**config.mk**
```make
export PLATFORM = sky130hd
export DESIGN_NAME = nfet_switch
export DESIGN_NICKNAME = d
export VERILOG_FILES = /design/src/rtl/nfet_pkg.sv /design/src/rtl/nfet_delay_line.sv /design/src/rtl/nfet_switch.sv
export SDC_FILE = /design/constraint.sdc
export NUM_CORES = 1
export LEC_CHECK = 0
export ABC_AREA = 1
export CORE_ASPECT_RATIO = 2
export CORE_MARGIN = 2
export CORE_UTILIZATION = 45
export CTS_BUF_LIST = sky130_fd_sc_hd__clkbuf_4 sky130_fd_sc_hd__clkbuf_8 sky130_fd_sc_hd__clkbuf_16
export CTS_CLUSTER_DIAMETER = 100
export CTS_CLUSTER_SIZE = 10
export DETAILED_ROUTE_END_ITERATION = 8
export PLACE_DENSITY_LB_ADDON = 0.08
export SYNTH_ARGS = -nofsm -noshare
export SYNTH_HDL_FRONTEND = slang
export SYNTH_SLANG_ARGS = --single-unit
```
**constraint.sdc**
```tcl
create_clock -name clk -period 2.25 [get_ports clk]
set_input_delay 0.45 -clock clk [delete_from_list [all_inputs] [get_ports clk]]
set_output_delay 0.45 -clock clk [all_outputs]
set_load 0.05 [all_outputs]
```
**src/rtl/nfet_pkg.sv**
```systemverilog
// Shared constants and the pull-up rise-time helper for the nfet switch-level model.
package nfet_pkg;

  localparam int RES_UNIT_OHMS = 1000;
  localparam int SWITCH_CNT_W  = 16;
  // Holds RISE_CYCLES up to 800 (100k ohm pull-up driving 8 gate loads)
  localparam int RISE_CNT_W    = 10;

  function automatic int rise_cycles(input int r_pullup, input int load);
    int cyc;
    cyc = (r_pullup * load) / RES_UNIT_OHMS;
    return (cyc < 1) ? 1 : cyc;
  endfunction

endpackage

```
**src/rtl/nfet_delay_line.sv**
```systemverilog
// Gate propagation delay: DELAY-stage shift register, cleared asynchronously.
module nfet_delay_line #(
  parameter int DELAY = 1
) (
  input  logic clk_i,
  input  logic nrst_i,
  input  logic d_i,
  output logic q_o
);

  logic [DELAY-1:0] shift_q;

  always_ff @(posedge clk_i or negedge nrst_i) begin
    if (!nrst_i) begin
      shift_q <= '0;
    end else begin
      shift_q[0] <= d_i;
      for (int i = 1; i < DELAY; i++) begin
        shift_q[i] <= shift_q[i-1];
      end
    end
  end

  assign q_o = shift_q[DELAY-1];

endmodule

```
**src/rtl/nfet_switch.sv**
```systemverilog
// Switch-level n-channel FET with resistive drain pull-up; drain pulls to the
// source level while conducting and recharges after an RC-derived cycle count.
module nfet_switch
  import nfet_pkg::*;
#(
  parameter int DELAY    = 1,
  parameter int R_PULLUP = 1000,
  parameter int LOAD     = 1
) (
  input  logic        clk,
  input  logic        nrst,
  input  logic        source,
  input  logic        gate,
  output logic        drain,
  output logic        conduct,
  output logic [15:0] switch_count
);

  localparam int RISE_CYCLES = rise_cycles(R_PULLUP, LOAD);
  localparam logic [RISE_CNT_W-1:0]   RISE_MAX = RISE_CNT_W'(RISE_CYCLES);
  localparam logic [SWITCH_CNT_W-1:0] CNT_MAX  = '1;

  logic                    gate_dly;
  logic                    conduct_q, conduct_d;
  logic                    drain_q, drain_d;
  logic [RISE_CNT_W-1:0]   rise_q, rise_d;
  logic [SWITCH_CNT_W-1:0] cnt_q, cnt_d;

  nfet_delay_line #(
    .DELAY(DELAY)
  ) u_gate_dly (
    .clk_i (clk),
    .nrst_i(nrst),
    .d_i   (gate),
    .q_o   (gate_dly)
  );

  always_comb begin
    conduct_d = gate_dly & ~source;
    rise_d    = rise_q;
    drain_d   = drain_q;
    cnt_d     = cnt_q;
    // A conducting channel wins over any rise in progress and discharges at once
    if (conduct_d) begin
      rise_d  = '0;
      drain_d = 1'b0;
    end else if (!conduct_q) begin
      if (rise_q != RISE_MAX) begin
        rise_d = rise_q + RISE_CNT_W'(1);
      end
      if (rise_d == RISE_MAX) begin
        drain_d = 1'b1;
      end
    end
    if ((drain_d != drain_q) && (cnt_q != CNT_MAX)) begin
      cnt_d = cnt_q + SWITCH_CNT_W'(1);
    end
  end

  always_ff @(posedge clk or negedge nrst) begin
    if (!nrst) begin
      conduct_q <= 1'b0;
      drain_q   <= 1'b1;
      rise_q    <= RISE_MAX;
      cnt_q     <= '0;
    end else begin
      conduct_q <= conduct_d;
      drain_q   <= drain_d;
      rise_q    <= rise_d;
      cnt_q     <= cnt_d;
    end
  end

  assign drain        = drain_q;
  assign conduct      = conduct_q;
  assign switch_count = cnt_q;

endmodule

```
==> After elaboration in Yosys (flattened, before gate mapping) <==
Cells that the tools add are included.
{ "totals": {"inputBits": 4, "ff_bits": 29, "wordCells": 23} }
{ "op_classes": {"muxes": 8, "bitwise": 2, "reduce_logical": 1, "eq_ne": 5, "addsub": 2} }
{ "ops": {"columns": ["operator", "n"], "rows": [
  ["10-bit two-way mux", 5],
  ["16-bit by 1-bit adder with 16-bit output (second input constant)", 1],
  ["16-bit != test (second input constant)", 1],
  ["10-bit by 1-bit adder with 10-bit output (second input constant)", 1],
  ["10-bit by 1-bit equality test with 1-bit output (second input constant)", 1],
  ["10-bit by 1-bit != test with 1-bit output (second input constant)", 1],
  ["1-bit two-way mux", 3],
  ["2-bit by 1-bit != test with 1-bit output (second input constant)", 1],
  ["1-bit bitwise AND", 1],
  ["1-bit logical AND", 1],
  ["1-bit != test", 1],
  ["1-bit NOT", 1]
]} }

==> Depth between registers and ports, before layout <==
Gate-level depths: netlist of run 1.
{ "depth": {"word_depth": 10, "ltp_mapped": 15, "mapped_depth_nobuf": 14} }

==> Modules after synthesis <==
Synthesis of run 1 repeated with hierarchy kept, for this count alone.
{ "hier_totals": {"cells_unflattened": 235, "area_unflattened_um2": 1790.5} }
{ "by_module_without_submodules": {"columns": ["module", "area_each_um2", "cells_each", "seq_area_each_um2", "n_inst"], "rows": [
  ["nfet_switch", 1765.4, 234, 703.2, 1],
  ["nfet_delay_line", 25.0, 1, 25.0, 1]
]} }

==> Least setup slack after synthesis of run 1 <==
No wires, ideal clock.
{ "synth_path": {"path_kind": "reg2reg", "start": "register cnt_q[1], in the netlist switch_count[1]", "end": "register cnt_q[5], in the netlist switch_count[5]", "stages_incl_launch_ff": 10, "required_time_ns": 2.130, "slack_ns": 0.077, "setup_time_ns": 0.120, "n_path_buf": 1, "t_arrival_ns": 2.053, "path_cell_list": "dfrtp_1 > ha_1 > nand3_1 > nor2_1 > nand2_1 > nor2_1 > nand3_2 > buf_2 > nand4_1 > nand2_1"} }
{ "synth_between": {"elab_chain_len": 2, "elab_cells_between_ends": 3, "classes_between": "add/sub: 1; eq/ne: 1; reduce/logical: 1"} }
{ "synth_rtl": {"columns": ["element", "line_no", "source"], "rows": [
  ["from (decl)", "nfet_switch.sv:27", "logic [SWITCH_CNT_W-1:0] cnt_q, cnt_d;"],
  ["from (signal assigned)", "nfet_switch.sv:70", "cnt_q <= cnt_d;"],
  ["parallel branches: the longest is 2 deep, another holds 16-bit by 1-bit adder with 16-bit output", null, null]
]} }
Parallel ways; which one is timed is not known.
A chain may end at the register's enable or synchronous reset.

==> Worst setup path in the final report of run 1 <==
{ "layout_path": {"start": "register rise_q[0]", "end": "register cnt_q[7], in the netlist switch_count[7]"} }
{ "layout_between": {"elab_chain_len": 10, "elab_cells_between_ends": 11, "classes_between": "add/sub: 1; eq/ne: 3; mux: 6; reduce/logical: 1"} }
{ "layout_rtl": {"columns": ["element", "line_no", "source"], "rows": [
  ["from (decl)", "nfet_switch.sv:26", "logic [RISE_CNT_W-1:0] rise_q, rise_d;"],
  ["from (signal assigned)", "nfet_switch.sv:69", "rise_q <= rise_d;"],
  ["10-bit by 1-bit adder with 10-bit output or 10-bit by 1-bit != test with 1-bit output (tied branches)", "nfet_switch.sv:49, nfet_switch.sv:48", null],
  ["10-bit two-way mux (*)", "nfet_switch.sv:48", "if (rise_q != RISE_MAX) begin"],
  ["10-bit two-way mux (*)", "nfet_switch.sv:47", "end else if (!conduct_q) begin"],
  ["10-bit two-way mux (*)", "nfet_switch.sv:44", "if (conduct_d) begin"],
  ["10-bit by 1-bit equality test with 1-bit output (*)", "nfet_switch.sv:51", "if (rise_d == RISE_MAX) begin"],
  ["1-bit two-way mux (*)", "nfet_switch.sv:51", null],
  ["1-bit two-way mux (*)", "nfet_switch.sv:47", null],
  ["1-bit two-way mux (*)", "nfet_switch.sv:44", null],
  ["1-bit != test (*)", "nfet_switch.sv:55", "if ((drain_d != drain_q) && (cnt_q != CNT_MAX)) begin"],
  ["1-bit logical AND (*)", "nfet_switch.sv:55", null]
]} }
Mark *: on every way between the ends. The rest lies on a longest branch, timed or not. The select of a mux whose other input is x is not followed.

==> results.md, run 1 <==
- P_int: 1240 µW
- Synth warnings: 0
- Most frequent cell after synthesis: nand2_1
- Cell taking the most area after synthesis: dfrtp_1
- Final Setup Violations: 0
- Crit path DAT: 2.27 ns
- RSZ-0062 raised after global routing: yes
- Residual DRC: 0
- Comb power frac: 49.0%
- Placed cell areas: 2210 µm²
- Pin count of the biggest net entering global routing: 30
- Power Total: 2240 µW
- IO Count: 22
- Vias per inst: 5.18
- CTS tree: yes
- H-tree levels: 2
- Input/output buffers: 21
- Max Slew Vio Count: 0
- Tmin final: 2.10 ns
- Post-synth top area share: 35.9%
- Fin util: 57.5%
- Hold WC Path Type: reg2reg
- Aggregate global routing overflow: 0
- GPL Wtd Cong: 0.850
- Period utilization: 93.5%
- Peak VDD IR: 0.716 mV
- Starting density of the core: 46.5%
- Post-route cell area: 2330 µm²
- Relative slew slack: 66.3%
- Die X: 49.7 µm
- Number of flops mapped to enable cells by yosys: 0
- Site Rows: 33
- Cell variety after synth: 30
- Cells after DPL: 325
- Vias in the first global route: 1721
- LEAKAGE: 0.00108 µW
- Die ar.: 4750 µm²
- GRT Resource Usage Total: 22.3%
- Post-DRT Antenna Nets: 0
- Worst Setup End Kind: flip-flop
- Pre-Repair DR Iteration Count: 4
- WS Path Type: reg2reg
- DRT iter0 DRCs: 28
- CP max-delay cell: dfstp_2
- Core area: 4050 µm²
- Num Clock Sinks: 29
- CP Max Fanout: 7
- Synth Instances: 245
- Worst EP required: 2.42 ns
- Vias: 1731
- Tightest Pin Transition: 0.503 ns
- Filler instances: 408
- Clk_lat worst skew: 0.27 ns
- Clk slew on worst S/H paths: 0.06 ns
- Startpoint Class: flip-flop
- First-pass GRT wire length: 7860 µm
- Area growth from synthesis to final layout: 23.7%
- CTS Buf Count: 5
- Post-Synthesis Cell Area: 1880 µm²
- Initial antenna violation count: 0
- Post-CTS setup buffer count: 0
- CTS Root Cell: clkbuf_8
- Pwr dens: 964 nW/µm²
- CP dominant cell by count: nand2_1
- DR WL/cell: 14.4 µm
- Diodes inserted: 0
- Synth Flop Type: dfrtp_1
- Final hold violations: 0
- Dpl hpwl: 3660 µm
- Switch share: 44.9%
- Die Height: 95.5 µm
- Fin cells: 334
- Net Count, Synth: 252
- Sequential-to-total area share from yosys stat: 38.7%
- Crit-path cells: buf_4 > nand3_4 > nor2_4 > nand2_1 > xor2_1 > nand4_2 > nand2_4 > nand3_2 > nand2_1 > nand2_1
- Final wirelength: 4810 µm
- Max-cap viol count: 0
- Fraction of layout cells with a size suffix above 1: 16.0%
- Layout net count: 288
- Commonest cells post-synth: nand2_1 (77), dfrtp_1 (27), inv_1 (22), nor2_1 (22)
- Outcome: complete, no violations
- Psw: 1010 µW
- Synth area leaders: dfrtp_1 (36%), nand2_1 (15%), nand4_1 (6.0%)
- Async SR Flop Fraction: 100%
- Syn avg cell area: 7.69 µm²
- Slowest stage delay, CP: 0.55 ns
- Clk pwr share: 18.6%
- Number of synthesized register bits: 29
- Max frequency: 475 MHz
- Setup tns final: 0 ns
- Skew final: 0.00653 ns
- CTS Buffer Depth: 2
- Flop pwr share: 32.4%
==> cell usage in the layout, fill, tap and decap left out, drive strengths merged <==
cell | netlist | routed
inv | 22 | 22
dfrtp | 27 | 27
and2 | 2 | 2
xnor2 | 5 | 5
ha | 3 | 3
nand4 | 19 | 19
nor3b | 1 | 1
nor4 | 1 | 1
clkinv | 0 | 2
or2 | 1 | 1
clkdlybuf4s50 | 0 | 21
clkbuf | 1 | 6
buf | 6 | 14
nand2 | 80 | 80
o21ai | 5 | 5
xor2 | 12 | 12
nor3 | 3 | 3
nand3 | 22 | 23
nor2 | 26 | 26
o22ai | 7 | 7
dfstp | 2 | 2
==> worst paths after layout <==
path | end | slack [ns] | depth (start not counted) | startpoint
min reg2reg | switch_count[15] | 0.51 | 2 | switch_count[15]
max in group asynchronous | drain | 1.37 | 2 | nrst
max | switch_count[7] | 0.15 | 10 | rise_q[0]
max reg2reg | switch_count[7] | 0.15 | 10 | rise_q[0]
min in group asynchronous | rise_q[2] | 0.56 | 2 | nrst
min | switch_count[15] | 0.51 | 2 | switch_count[15]
==> metrics by stage <==
| stage | setup WS (ns) | hold WS [ns] |
|---|---|---|
| finish | 0.146 | 0.513 |
| global route | -0.0110 | 0.528 |
| CTS | 0.131 | 0.518 |
| detailed placement | 0.121 | 0.498 |
| global placement | 0.186 | 0.496 |
| floorplan | 0.0775 | 0.154 |
==> state kept, by name, indices dropped and copies added, names as in the netlist <==
register / count
conduct: 1
drain: 1
rise_q: 10
switch_count: 16
u_gate_dly.q_o: 1
==> logic make-up (layout without fill, tap and decap cells) <==
group	Yosys count	in the layout	synth area share (%)
AND/OR/NAND/NOR	155	156	40.5
flip-flops	29	29	38.7
buffers and inverters	29	65	7.31
XOR/XNOR	17	17	7.91
AO/OA/AOI/OAI	12	12	3.65
adder cells (fa/ha/maj)	3	3	1.99
==> power by group through the flow <==
stage / sequential (µW) / combinational [µW] / clock (µW)
after floorplan: 852 / 633 / 0
after global placement: 734 / 1060 / 0
after detailed placement: 734 / 1060 / 0
after CTS: 726 / 1060 / 436
after global routing: 738 / 1200 / 452
final: 726 / 1100 / 418
==> area by class of cell <==
cell class              count  area, µm²  area share (%)
clock buffers               6       76.3            3.28
clock inverters             2       10.0           0.430
inverters                  22       82.6            3.55
multi-input cells         188       1050            45.1
flip-flops and latches     29        729            31.3
well taps                  52       65.1            2.79
repair buffers             35        315            13.5
==> critical path, delay by kind of cell (launching register included) <==
family                 cells  cell delay, ns
buffers and inverters      1            0.13
XOR/XNOR                   1            0.30
flip-flops                 1            0.55
AND/OR/NAND/NOR            8            1.02
==> per-layer routing <==
layer	wire, µm	track usage (%)	vias to the layer above
met5	0	0	-
met4	221	13.9	0
met3	92	3.29	16
met2	2740	43.1	32
met1	1750	21.1	805
li1	-	-	878
==> timing repair <==
action	CTS	global route
setup endpoints to repair	0	14
hold buffers	0	0
hold endpoints to repair	0	0
resized for setup	0	7
Power figures use the tool's default switching activity.
==> inputs of run 2 (changes only) <==
- CTS_CLUSTER_DIAMETER: 100 -> 60
- clock period: 2.25 -> 2.4 ns (I/O delays scaled with it)
==> run 2 against run 1 <==
  * Non-clock buffer count shrank 5
  * Highest routed layer unchanged
  * Worst hold slack lost 0.012 ns
  * Maximum frequency shrank 2.7%
  * Sequential cell count is the same
  * Critical path depth grew 1
  * Design area shrank 3.1%
  * Critical path type unchanged
  * Combinational power shrank 16%
==> results.md, run 2 (synthesis gave the netlist of run 1 again) <==
- Outcome: complete, no violations
- Cells after DPL: 320 (-1.5%)
- Die ar.: 4750 µm² (unchanged)
- Crit path DAT: 2.33 ns (+0.06 ns)
- Tightest Pin Transition: 0.496 ns (-0.00728 ns)
- First-pass GRT wire length: 7880 µm (+0.25%)
- Peak VDD IR: 0.655 mV (-8.5%)
- Setup tns final: 0 ns (unchanged)
- Hold buffer count at cts: 0 (unchanged)
- Aggregate global routing overflow: 0 (unchanged)
- WS Path Type: reg2reg
- CTS Buffer Depth: 2 (unchanged)
- GPL Wtd Cong: 0.835 (-1.7%)
- Clk slew on worst S/H paths: 0.07 ns (about the same)
- CTS tree: yes
- Initial antenna violation count: 0 (unchanged)
- Fin cells: 328 (-1.8%)
- Tmin final: 2.16 ns (+0.0582 ns)
- Multi-input logic area: 1020 µm² (-3.1%)
- Max reg flops: 16 (unchanged)
- Final hold violations: 0 (unchanged)
- Post-CTS setup buffer count: 0 (unchanged)
- Die X: 49.7 µm (unchanged)
- Post-DRT Antenna Nets: 0 (unchanged)
- Starting density of the core: 46.5% (unchanged)
- RSZ-0062 raised after global routing: no
- Max-cap viol count: 0 (unchanged)
- Site Rows: 33 (unchanged)
- Vias per inst: 5.30 (+2.3%)
- DR WL/cell: 14.6 µm (+1.0%)
- Vias in the first global route: 1726 (+0.29%)
- Max frequency: 462 MHz (-2.7%)
- Met3 usage: 3.29% (unchanged)
- Worst EP required: 2.57 ns (+0.15 ns)
- Worst Setup End Kind: flip-flop
- Top Usage Layer GRT: met2
- Commonest non-fill, non-tap cell in the layout: nand2_1
- Post-route cell area: 2260 µm² (-3.1%)
- Reg area: 728 µm² (-0.17%)
- Pwr dens: 893 nW/µm² (-7.4%)
- Startpoint Class: flip-flop
- CTS Buf Count: 5 (unchanged)
- Clk_lat worst skew: 0.28 ns (about the same)
- Num Clock Sinks: 29 (unchanged)
- Vias: 1739 (+0.46%)
- Pre-Repair DR Iteration Count: 4 (unchanged)
- GRT Resource Usage Total: 22.5% (+0.23 points)
- LEAKAGE: 0.00106 µW (-2.5%)
- Residual DRC: 0 (unchanged)
- CTS Root Cell: clkbuf_8
- Final Setup Violations: 0 (unchanged)
- Worst hold margin: 0.502 ns (-0.0118 ns)
- Fraction of layout cells with a size suffix above 1: 12.0% (-4.0 points)
- Final wirelength: 4770 µm (-0.79%)
- Skew final: 0.00563 ns (-0.000896 ns)
- Post-CTS resize count: 0 (unchanged)
- IO Count: 22 (unchanged)
- Grt met1 use: 21.9% (+0.80 points)
- Pin count of the biggest net entering global routing: 30 (unchanged)
- Grt met2 use: 42.9% (-0.22 points)
- Most frequent cells in the layout: nand2_1 (77), dfrtp_1 (27), inv_1 (22), nor2_1 (22), clkdlybuf4s50_1 (21)
- Layout net count: 282 (-2.1%)
- Placed cell areas: 2170 µm² (-1.7%)
- Max Slew Vio Count: 0 (unchanged)
- Hold WC Path Type: reg2reg
- Filler instances: 415 (+1.7%)
- Die Height: 95.5 µm (unchanged)
- Dpl hpwl: 3610 µm (-1.5%)
- Fin util: 55.8% (-1.8 points)
- Core area: 4050 µm² (unchanged)
- Input/output buffers: 21 (unchanged)
- Relative slew slack: 66.8% (+0.49 points)
- CP Max Fanout: 11 (+4)
- H-tree levels: 2 (unchanged)
- Diodes inserted: 0 (unchanged)
- Area growth from synthesis to final layout: 19.9%
- Period utilization: 90.1% (-3.4 points)
- DRT iter0 DRCs: 33 (+18%)
[run 2: changes by cell type in the layout (fill, tap and decap cells not counted), sizes merged]
cell,previous run,this run
buf,14,9
nand3,23,22
[run 2: report_power, final]
group / switching, µW / internal, µW / leakage, µW
clock network: 187 / 212 / 0.0000484
registers: 119 / 572 / 0.000388
logic: 605 / 321 / 0.000621
total: 910 / 1100 / 0.00106
[run 2: path summary, 6_finish.rpt]
kind / slack, ns / cells past startpoint / end / start
max in group asynchronous: 1.49 / 2 / drain / nrst
setup reg to reg: 0.24 / 11 / switch_count[12] / rise_q[0]
hold / removal: 0.50 / 2 / switch_count[15] / switch_count[15]
hold reg to reg: 0.50 / 2 / switch_count[15] / switch_count[15]
setup / recovery: 0.24 / 11 / switch_count[12] / rise_q[0]
min in group asynchronous: 0.59 / 2 / rise_q[4] / nrst
[run 2: per-layer routing]
metal  vias to the layer above  part of all wire, %
met5                         -                    0
li1                        859                    -
met2                        49                   55
met1                       811                   37
met3                        20                  2.8
met4                         0                  5.0
[run 2: cell type report]
cell class              count  share of cell area (%)
multi-input cells         187                    45.1
flip-flops and latches     29                    32.3
repair buffers             30                    12.3
inverters                  22                    3.66
clock buffers               6                    3.38
well taps                  52                    2.88
clock inverters             2                   0.443
[run 2: metrics by stage]
step                      setup WS (ns)  total power (µW)
after global placement            0.203              1630
final                             0.238              2020
after detailed placement          0.168              1630
after CTS                         0.237              2040
after global routing             0.0455              2160
after floorplan                   0.227              1390
[run 2: critical path, stage by stage (launching register included)]
cell and delay, ns:
dfstp_2 0.60, ha_1 0.21, nand3_2 0.10, nor3_1 0.25, xor2_1 0.11, inv_1 0.12, nand4_2 0.15, nand2_4 0.14
buf_4 0.18, nand3_1 0.08, nand2_1 0.06, nand2_1 0.04
==> RTL edit: new RTL, config.mk and constraints of run 1 <==
Make the reset (`nrst` and `nrst_i`) synchronous in 2 clocked blocks. Comments in the files are not updated.
--- a/src/rtl/nfet_delay_line.sv
+++ b/src/rtl/nfet_delay_line.sv
@@ -12,3 +12,3 @@
 
-  always_ff @(posedge clk_i or negedge nrst_i) begin
+  always_ff @(posedge clk_i) begin
     if (!nrst_i) begin
--- a/src/rtl/nfet_switch.sv
+++ b/src/rtl/nfet_switch.sv
@@ -59,3 +59,3 @@
 
-  always_ff @(posedge clk or negedge nrst) begin
+  always_ff @(posedge clk) begin
     if (!nrst) begin
Behaviour: differs if nrst is asserted again (counterexample within 4 cycles, from zero or initial values and one cycle with nrst low); with nrst held inactive, the same outputs for 10 cycles.
==> RTL edit against run 1 <==
Area after synthesis fell by 3.9%; hold slack got worse by 31 ps; sequential cell count stayed put; die area decreased by 3.7%; register-to-register slack improved by 140 ps; global-route usage up 2.2 points; routed wire length up 4.2%; fmax up 4.2%; worst setup slack improved by 85 ps; cell area down 3.7%; clock skew decreased by 2.0 ps; synthesized cell count grew 11%.
Power is not compared: it rests on default switching activity, and its combinational part moved more than twofold at a synthesized area within 25%.
==> RTL edit: results <==
[run_status]
status = finished, final reports clean

[grt]
groute.usage.overall_pct = 24.43
grt_pass1_wl_um = 8576
antenna_found_initial = 0
grt_pass1_vias = 1925
grt_start_max_net_pins = 17

[power]
leakage_nw = 0.9174
ir_worst_vdd_v = 0.0005512

[clock_tree]
clk_pin_slew_ps = 60
cts_root_buffer = clkbuf_8
numCtsBuffers = 5
clk_latency_ps = 280
htree_levels = 2
cts_buffer_depth = 2

[setup_path]
reg2regPathDepth = 14
worstPathArrival_ps = 1570
critPathTopFamily = buffers and inverters
slowest_delay_ps = 850
cp_slowest_cell = clkdlybuf4s50_1
timing.rr.start = rise_q[2]$_SDFFE_PP0N_
crit_start = switch_count[6]$_SDFFE_PN0P_
cp_max_fo = 5

[synth]
synth.distinct_cells = 29
synth_adder_area_share_pct = 2.075
synth_fp_nets = 279
yosysTopAreaCellShare_pct = 32.09
synth_mux_area_share_pct = 0
yosys-top-cells-count = nand2_1 (56), nor2_1 (37), inv_1 (34)
yosysSeqAreaShare_pct = 32.09
synthArstFlopShare_pct = 0
yosysWarnings = 0
synth_top_area_cell = dfxtp_1
synth_compound_area_share_pct = 9.682
synthXorXnorAreaFrac_pct = 8.230
synthTopCellsByArea = dfxtp_1 (32%), nand2_1 (12%), nor2_1 (7.7%)

[sta]
tightest_slew_ps = 717.4
worst_clock_skew_ps = 4.563

[route]
drt_iter0_markers = 49
avgViaCountPerCell = 5.280
drt_wl_total_um = 5016
drc = 0

[placement]
dpl.hpwl_um = 3870
place.gp.congestion = 0.9139
placed_cell_area_um2 = 2131
port_buffers = 21

[finish]
diodes = 0
nets = 313
drive_gt1_share_pct = 11.76

[min_path]
hold_class = reg2reg
holdPathStages = 2
min_from = switch_count[15]$_SDFFE_PN0P_
==> RTL edit: worst paths after layout <==
kind / slack (ps) / end
worst min-delay path: 480 / switch_count[15]$_SDFFE_PN0P_
worst max register to register: 290 / switch_count[8]$_SDFFE_PN0P_
worst min register to register: 480 / switch_count[15]$_SDFFE_PN0P_
worst max-delay path: 230 / switch_count[6]
==> RTL edit: metrics by stage <==
step	util, %	hold WS (ps)	setup slack (ps)	instances
floorplan	-	526.2	147.8	272
global placement	55.44	464.2	211.8	349
detailed placement	55.44	479.1	234.8	349
CTS	57.78	487.9	225.4	356
global route	58.37	513.8	50.89	357
finish	58.37	482.5	231.0	357
==> RTL edit: power breakdown <==
group / total, W / switching (W) / internal (W)
combinational: 0.000364 / 0.000228 / 0.000136
clock: 0.000444 / 0.000190 / 0.000254
sequential: 0.000583 / 0.0000383 / 0.000544
==> RTL edit: repair_timing <==
action / in CTS / in global routing
buffers inserted: 0 / 0
hold endpoints to repair: 0 / 0
gates resized for setup: 0 / 4
endpoints found under the setup margin: 0 / 12
==> RTL edit: cells by family after synthesis <==
family                   count (synthesis)
XOR/XNOR                                17
flip-flops                              29
AO/OA/AOI/OAI                           33
AND/OR/NAND/NOR                        146
adder cells (fa/ha/maj)                  3
buffers and inverters                   44
==> RTL edit: worst reg2reg max path, stage by stage, from the launching register on <==
cell and delay, ps:
dfxtp_1 390, buf_4 170, nand2_1 50, nor2_1 180
nand2_1 80, nand2_1 50, nand2_1 60, nor2_1 90
nand3_1 90, nor2_2 100, nand2_2 80, nand2_4 140
buf_4 180, nand4_1 80, a21oi_1 160
==> RTL edit: layout make-up <==
class / instances / area (um2)
multi-input cells: 200 / 1060
well taps: 51 / 63.81
fillers: 397 / 1600
flip-flops and latches: 29 / 583.1
clock buffers: 7 / 90.09
repair buffers: 35 / 315.3
inverters: 35 / 131.4
==> RTL edit: per-layer routing <==
metal	up-vias	global-route usage (%)	share of wire [%]
met2	51	47.49	58
li1	951	-	-
met1	858	21.82	33
met3	25	3.822	2.8
met4	0	17.86	6.5
met5	-	0	0
